$ cat src/rtl/alu_sched_1212508_if.sv
// Bus bundle for the two-requester ALU scheduler: two request channels,
// the ALU drive/result pins, and the response channel.
// The master modport is the outside world (requesters, ALU, consumer);
// the slave modport is the scheduler itself.
interface alu_sched_1212508_if #(
  parameter int N = 4
);
  // requester 0
  logic                req0_valid;
  logic                req0_ready;
  logic [2:0]          req0_op;
  logic signed [N-1:0] req0_a;
  logic signed [N-1:0] req0_b;
  // requester 1
  logic                req1_valid;
  logic                req1_ready;
  logic [2:0]          req1_op;
  logic signed [N-1:0] req1_a;
  logic signed [N-1:0] req1_b;
  // shared ALU datapath
  logic [2:0]          alu_sel;
  logic signed [N-1:0] alu_a;
  logic signed [N-1:0] alu_b;
  logic signed [N+2:0] alu_result;
  // response channel
  logic                rsp_valid;
  logic                rsp_ready;
  logic                rsp_id;
  logic signed [N+2:0] rsp_data;

  modport master (
    output req0_valid, req0_op, req0_a, req0_b,
    input  req0_ready,
    output req1_valid, req1_op, req1_a, req1_b,
    input  req1_ready,
    input  alu_sel, alu_a, alu_b,
    output alu_result,
    input  rsp_valid, rsp_id, rsp_data,
    output rsp_ready
  );

  modport slave (
    input  req0_valid, req0_op, req0_a, req0_b,
    output req0_ready,
    input  req1_valid, req1_op, req1_a, req1_b,
    output req1_ready,
    output alu_sel, alu_a, alu_b,
    input  alu_result,
    output rsp_valid, rsp_id, rsp_data,
    input  rsp_ready
  );
endinterface

$ cat src/rtl/alu_sched_1212508.sv
// Two-requester scheduler for a shared multifunction ALU.
// One operation is in flight at a time: IDLE accepts a request, EXEC holds
// the operands on the ALU for LAT cycles, RESP holds the captured result
// until the consumer takes it.
// Optional feature: define ALU_SCHED_ROUND_ROBIN_EN for round-robin
// arbitration; without it requester 0 has fixed priority.
// LAT must lie in 1..15 (the countdown counter is 4 bits wide).
module alu_sched_1212508 #(
  parameter int N   = 4,
  parameter int LAT = 2
) (
  input  logic                    clk,
  input  logic                    rst_n,
  alu_sched_1212508_if.slave      bus,
  output logic                    busy
);

  typedef enum logic [1:0] {
    IDLE = 2'd0,
    EXEC = 2'd1,
    RESP = 2'd2
  } state_t;

  // Countdown start: EXEC lasts cnt_load+1 cycles, i.e. exactly LAT.
  localparam logic [3:0] CNT_LOAD = 4'(LAT - 1);

  state_t     state;
  state_t     state_next;
  logic [3:0] cnt;
  logic       pri;
  logic       accept0;
  logic       accept1;
  logic       accept;
  logic       grant_id;
  logic       sample_now;
  logic       rsp_fire;

  // Ready outputs are mutually exclusive under contention, so at most
  // one of these can be high in any cycle.
  assign accept0    = bus.req0_valid && bus.req0_ready;
  assign accept1    = bus.req1_valid && bus.req1_ready;
  assign accept     = accept0 || accept1;
  assign grant_id   = accept1;
  assign sample_now = (state == EXEC) && (cnt == 4'd0);
  assign rsp_fire   = (state == RESP) && bus.rsp_valid && bus.rsp_ready;

  // State register.
  always_ff @(posedge clk or negedge rst_n) begin
    if (!rst_n) begin
      state <= IDLE;
    end else begin
      state <= state_next;
    end
  end

  // Next-state logic.
  always_comb begin
    state_next = state;
    case (state)
      IDLE: begin
        if (accept) begin
          state_next = EXEC;
        end
      end
      EXEC: begin
        if (sample_now) begin
          state_next = RESP;
        end
      end
      RESP: begin
        if (rsp_fire) begin
          state_next = IDLE;
        end
      end
      default: begin
        state_next = IDLE;
      end
    endcase
  end

  // Outputs decoded from state; readies are also gated by reset so they
  // read 0 for the whole time rst_n is held low.
  always_comb begin
    bus.req0_ready = 1'b0;
    bus.req1_ready = 1'b0;
    busy           = (state != IDLE);
    if (rst_n && (state == IDLE)) begin
      bus.req0_ready = !bus.req1_valid || (pri == 1'b0);
      bus.req1_ready = !bus.req0_valid || (pri == 1'b1);
    end
  end

  // ALU drive registers: loaded only on an accept and otherwise held,
  // including after the operation has completed.
  always_ff @(posedge clk or negedge rst_n) begin
    if (!rst_n) begin
      bus.alu_sel <= 3'd0;
      bus.alu_a   <= '0;
      bus.alu_b   <= '0;
    end else if (accept0) begin
      bus.alu_sel <= bus.req0_op;
      bus.alu_a   <= bus.req0_a;
      bus.alu_b   <= bus.req0_b;
    end else if (accept1) begin
      bus.alu_sel <= bus.req1_op;
      bus.alu_a   <= bus.req1_a;
      bus.alu_b   <= bus.req1_b;
    end
  end

  // Requester ID of the operation in flight; doubles as the response ID.
  always_ff @(posedge clk or negedge rst_n) begin
    if (!rst_n) begin
      bus.rsp_id <= 1'b0;
    end else if (accept) begin
      bus.rsp_id <= grant_id;
    end
  end

  // Latency countdown: loaded on accept, decremented while EXEC waits.
  always_ff @(posedge clk or negedge rst_n) begin
    if (!rst_n) begin
      cnt <= 4'd0;
    end else if (accept) begin
      cnt <= CNT_LOAD;
    end else if ((state == EXEC) && (cnt != 4'd0)) begin
      cnt <= cnt - 4'd1;
    end
  end

  // Response capture: the ALU result is copied bit-for-bit and held
  // until the consumer handshake.
  always_ff @(posedge clk or negedge rst_n) begin
    if (!rst_n) begin
      bus.rsp_valid <= 1'b0;
      bus.rsp_data  <= '0;
    end else if (sample_now) begin
      bus.rsp_valid <= 1'b1;
      bus.rsp_data  <= bus.alu_result;
    end else if (rsp_fire) begin
      bus.rsp_valid <= 1'b0;
    end
  end

`ifdef ALU_SCHED_ROUND_ROBIN_EN
  // Round robin: after each grant the other requester gets priority.
  always_ff @(posedge clk or negedge rst_n) begin
    if (!rst_n) begin
      pri <= 1'b0;
    end else if (accept) begin
      pri <= !grant_id;
    end
  end
`else
  // Fixed priority: requester 0 always wins contention.
  assign pri = 1'b0;
`endif

endmodule

$ cat src/flat_wrapper.sv
// flat-port wrapper written by rule: the top's interface ports become plain ports
module alu_sched_1212508_flat 
#(
  parameter int N   = 4,
  parameter int LAT = 2
)
  (clk, rst_n, busy, bus_req0_valid, bus_req0_op, bus_req0_a, bus_req0_b, bus_req0_ready, bus_req1_valid, bus_req1_op, bus_req1_a, bus_req1_b, bus_req1_ready, bus_alu_sel, bus_alu_a, bus_alu_b, bus_alu_result, bus_rsp_valid, bus_rsp_id, bus_rsp_data, bus_rsp_ready);
  alu_sched_1212508_if #(.N(N)) bus_i ();
  input  logic clk;
  input  logic rst_n;
  output logic busy;
  input wire logic [$bits(bus_i.req0_valid)-1:0] bus_req0_valid;
  input wire logic [$bits(bus_i.req0_op)-1:0] bus_req0_op;
  input wire logic [$bits(bus_i.req0_a)-1:0] bus_req0_a;
  input wire logic [$bits(bus_i.req0_b)-1:0] bus_req0_b;
  output wire logic [$bits(bus_i.req0_ready)-1:0] bus_req0_ready;
  input wire logic [$bits(bus_i.req1_valid)-1:0] bus_req1_valid;
  input wire logic [$bits(bus_i.req1_op)-1:0] bus_req1_op;
  input wire logic [$bits(bus_i.req1_a)-1:0] bus_req1_a;
  input wire logic [$bits(bus_i.req1_b)-1:0] bus_req1_b;
  output wire logic [$bits(bus_i.req1_ready)-1:0] bus_req1_ready;
  output wire logic [$bits(bus_i.alu_sel)-1:0] bus_alu_sel;
  output wire logic [$bits(bus_i.alu_a)-1:0] bus_alu_a;
  output wire logic [$bits(bus_i.alu_b)-1:0] bus_alu_b;
  input wire logic [$bits(bus_i.alu_result)-1:0] bus_alu_result;
  output wire logic [$bits(bus_i.rsp_valid)-1:0] bus_rsp_valid;
  output wire logic [$bits(bus_i.rsp_id)-1:0] bus_rsp_id;
  output wire logic [$bits(bus_i.rsp_data)-1:0] bus_rsp_data;
  input wire logic [$bits(bus_i.rsp_ready)-1:0] bus_rsp_ready;
  assign bus_i.req0_valid = bus_req0_valid;
  assign bus_i.req0_op = bus_req0_op;
  assign bus_i.req0_a = bus_req0_a;
  assign bus_i.req0_b = bus_req0_b;
  assign bus_req0_ready = bus_i.req0_ready;
  assign bus_i.req1_valid = bus_req1_valid;
  assign bus_i.req1_op = bus_req1_op;
  assign bus_i.req1_a = bus_req1_a;
  assign bus_i.req1_b = bus_req1_b;
  assign bus_req1_ready = bus_i.req1_ready;
  assign bus_alu_sel = bus_i.alu_sel;
  assign bus_alu_a = bus_i.alu_a;
  assign bus_alu_b = bus_i.alu_b;
  assign bus_i.alu_result = bus_alu_result;
  assign bus_rsp_valid = bus_i.rsp_valid;
  assign bus_rsp_id = bus_i.rsp_id;
  assign bus_rsp_data = bus_i.rsp_data;
  assign bus_i.rsp_ready = bus_rsp_ready;
  alu_sched_1212508 #(.N(N), .LAT(LAT)) u_core (.clk(clk), .rst_n(rst_n), .bus(bus_i), .busy(busy));
endmodule
$ cat config.mk
export PLATFORM = sky130hd
export DESIGN_NAME = alu_sched_1212508_flat
export DESIGN_NICKNAME = d
export VERILOG_FILES = /design/src/rtl/alu_sched_1212508_if.sv /design/src/rtl/alu_sched_1212508.sv /design/src/flat_wrapper.sv
export SDC_FILE = /design/constraint.sdc
export NUM_CORES = 1
export LEC_CHECK = 0
export CAP_MARGIN = 15
export CORE_MARGIN = 10
export CORE_UTILIZATION = 30
export DETAILED_ROUTE_END_ITERATION = 10
export MAX_ROUTING_LAYER = met4
export SLEW_MARGIN = 20
export SYNTH_ARGS = -nofsm -noshare
export SYNTH_HDL_FRONTEND = slang
export SYNTH_SLANG_ARGS = --single-unit
export TNS_END_PERCENT = 100
$ cat constraint.sdc
create_clock -name clk -period 1.48 [get_ports clk]
set_input_delay 0.296 -clock clk [delete_from_list [all_inputs] [get_ports clk]]
set_output_delay 0.296 -clock clk [all_outputs]
set_load 0.03 [all_outputs]
==> results of run 1 <==
worst paths after layout:
kind,startpoint,to,slack (ns),cells after the start
max in group asynchronous,rst_n,u_core.state[1],1.06,2
worst min register to register,u_core.bus.alu_a[1],u_core.bus.alu_a[1],0.50,1
worst min-delay path,rst_n,u_core.bus.alu_a[1],0.17,2
min in group clk,u_core.bus.alu_a[1],u_core.bus.alu_a[1],0.50,1
worst max-delay path,u_core.state[0],bus_req0_ready,-0.24,4
worst max register to register,u_core.state[0],u_core.cnt[3],-0.16,7
cells by family after synthesis:
kind of cell,after synthesis,synth area share
AO/OA/AOI/OAI,36,0.217
flip-flops,26,0.554
AND/OR/NAND/NOR,19,0.100
buffers and inverters,10,0.0405
multiplexers,7,0.0671
adder cells (fa/ha/maj),2,0.0213
state kept, by name, summed over array words and instances, names as in the netlist:
name and cells:
u_core.bus.rsp_data 7, u_core.bus.alu_b 4, u_core.bus.alu_sel 3, u_core.bus.alu_a 4
u_core.bus.rsp_id 1, u_core.state 2, u_core.cnt 4, u_core.bus.rsp_valid 1
per-stage QoR:
stage | utilization | power (W) | instances | hold slack [ns] | cell area (µm²)
6_report | 0.592 | 0.00443 | 225 | 0.166 | 2200
5_1_grt | 0.592 | 0.00470 | 225 | 0.200 | 2200
4_1_cts | 0.549 | 0.00410 | 223 | 0.171 | 2040
3_5_place_dp | 0.510 | 0.00350 | 214 | 0.475 | 1890
3_3_place_gp | 0.510 | 0.00346 | 214 | 0.473 | 1890
2_1_floorplan | - | 0.00250 | 100 | 0.000409 | 1210
cell usage after synthesis (all sizes together):
master,count
clkinv,1
buf,2
ha,2
nand2,3
o2bb2ai,11
a21oi,6
nor2,4
nand3,2
or3,4
or2,1
mux2,7
inv,4
dfrtp,26
or3b,1
or4,1
clkbuf,3
a22oi,11
nor2b,1
nor3b,1
a211oi,1
o21ai,7
nand2b,1
power groups by stage:
stage	Combinational (W)	Sequential, W	Clock [W]
2_1_floorplan	0.000755	0.00174	0
3_3_place_gp	0.00224	0.00122	0
3_5_place_dp	0.00226	0.00124	0
4_1_cts	0.00228	0.00121	0.000612
5_1_grt	0.00276	0.00130	0.000644
6_report	0.00258	0.00125	0.000597
final cells by class:
class	instances	area [µm²]
clock buffers	3	41.3
clock inverters	1	30.0
fillers	316	1520
inverters	5	20.0
multi-input cells	64	662
flip-flops and latches	26	651
well taps	48	60.1
repair buffers	78	734
repair_timing:
item	CTS	global route
resized for setup	40	33
endpoints found under the hold margin	0	0
endpoints found under the setup margin	46	27
buffers inserted	5	2
pin swaps	5	6
metal layers:
layer | part of all wire | GRT usage
met1 | 0.44 | 0.129
met2 | 0.42 | 0.156
met3 | 0.12 | 0.0486
met4 | 0.016 | 0.0251
met5 | 0 | -
cell usage in the layout, fill, tap and decap left out, types with 2 or more instances in the layout:
| master | synthesis | routed |
|---|---|---|
| clkbuf_8 | 0 | 3 |
| a21oi_2 | 0 | 2 |
| nor2_1 | 4 | 2 |
| nor2_4 | 0 | 2 |
| inv_2 | 0 | 2 |
| inv_1 | 4 | 2 |
| or3_4 | 0 | 4 |
| a22oi_1 | 11 | 11 |
| a21oi_1 | 6 | 4 |
| buf_6 | 1 | 8 |
| buf_4 | 0 | 16 |
| o2bb2ai_2 | 0 | 10 |
| nand2_1 | 3 | 3 |
| clkdlybuf4s50_1 | 0 | 32 |
| dlygate4sd2_1 | 0 | 21 |
| dfrtp_1 | 26 | 26 |
| mux2_2 | 7 | 6 |
| o21ai_0 | 6 | 5 |
worst register-to-register path, delay by kind of cell (launching register included):
family / cells / cell delay, ns
simple gates: 2 / 0.55
buf+inv: 4 / 0.53
compound gates: 1 / 0.06
flops: 1 / 0.38
==> metrics.txt, run 1 <==
combinational cell fraction of total power=0.583; slew margin rel.=0.622; clock share of power=0.135; Syn Area/Cell=11.7 µm²; layout net count=214; core area=3720 µm²; sequential share of power=0.283; largest net degree at the start of global routing=27; Wirelength per Cell=17.2 µm; YS warnings=0; die height=82.6 µm; Crit. End Element=output port; diode count=0; CTS Sinks=26; unrepaired setup endpoints after global routing=yes; Setup crit start kind=flop; hold bufs inserted after CTS=0; sw frac=0.407; failing checks=negative setup slack; PwrDens=2020 nW/µm²; status=finished, violations left; I/O pin total=57; post-route ant nets=0; area leader, netlist=dfrtp_1; Synth cell types=26; WP data arrival=1.42 ns; gr usage total=0.106; fin crit period=1.72 ns; row count=22; worst-path cell chain=buf_4, or3b_4, clkinv_2, buf_6; area growth from synthesis to layout=87.1%; Slew @ Worst Pin=0.565 ns; top cell type's share of synthesized area=0.554; Clock Tree Buf Depth=2; drt total wl=3860 µm; Clk Latency, worst-skew pair=0.27 ns; Residual DRC=0; Max Cap Violations=0; final clock skew=0.00331 ns; Max VDD drop=1.15 mV; HP Class=input pin to async pin; max incr delay on CP=0.40 ns; final worst slack=-0.239 ns; Final TNS setup=-1.30 ns; syn_nets=136; Yosys reg bits=26; Fmax achieved=0.582 GHz; DR iter-0 viols=25; Int Power=0.00263 W; first-pass GRT wire length=5600 µm; critical path's top delay family=simple AND/OR/NAND/NOR gates; CP required=1.18 ns; period utilisation layout=1.16; GPL Wtd Cong=0.789; post-DP HPWL=2740 µm; vias per std cell=4.99; CTS tree=yes; cts bufs inserted=3; NetSw=0.00181 W; number of port buffers=56; post-synthesis sequential area ratio=0.554; H-tree Lvls=1; initial antenna violation count=0; top cells by area, synth=dfrtp_1 55%, o2bb2ai_1 8.2%, a22oi_1 7.0%, mux2_2 6.7%, a21oi_1 2.6%; drt pass-1 iters=3; Root Driver=clkbuf_8; Cells after Synth=100; Via Count=1122; layout cells sized above 1=0.395; Initial Utilization=0.316; Syn Std Cell Area=1170 µm²; Setup CP Type=flop to output port; worst path bufs/invs=3; final setup fails=23; CP max-delay cell=or3b_4; Worst Path Max Fanout=3; max-slew violations=0; dpl ws=-0.400 ns; GR Overflow Total=0; die area=6820 µm²; Die W=82.6 µm; Clock transition at path regs=0.09 ns; number of global-route vias before repair=1164; Hold Violations, Final=0; leakage dissipation=0.945 nW
Power figures use the tool's default switching activity.
==> run 2: changes to the inputs <==
Settings changed: CTS_BUF_LIST set to sky130_fd_sc_hd__clkbuf_8.
==> results of run 2 <==
Same layout as run 1: the final DEF is identical, and so are final timing and power.
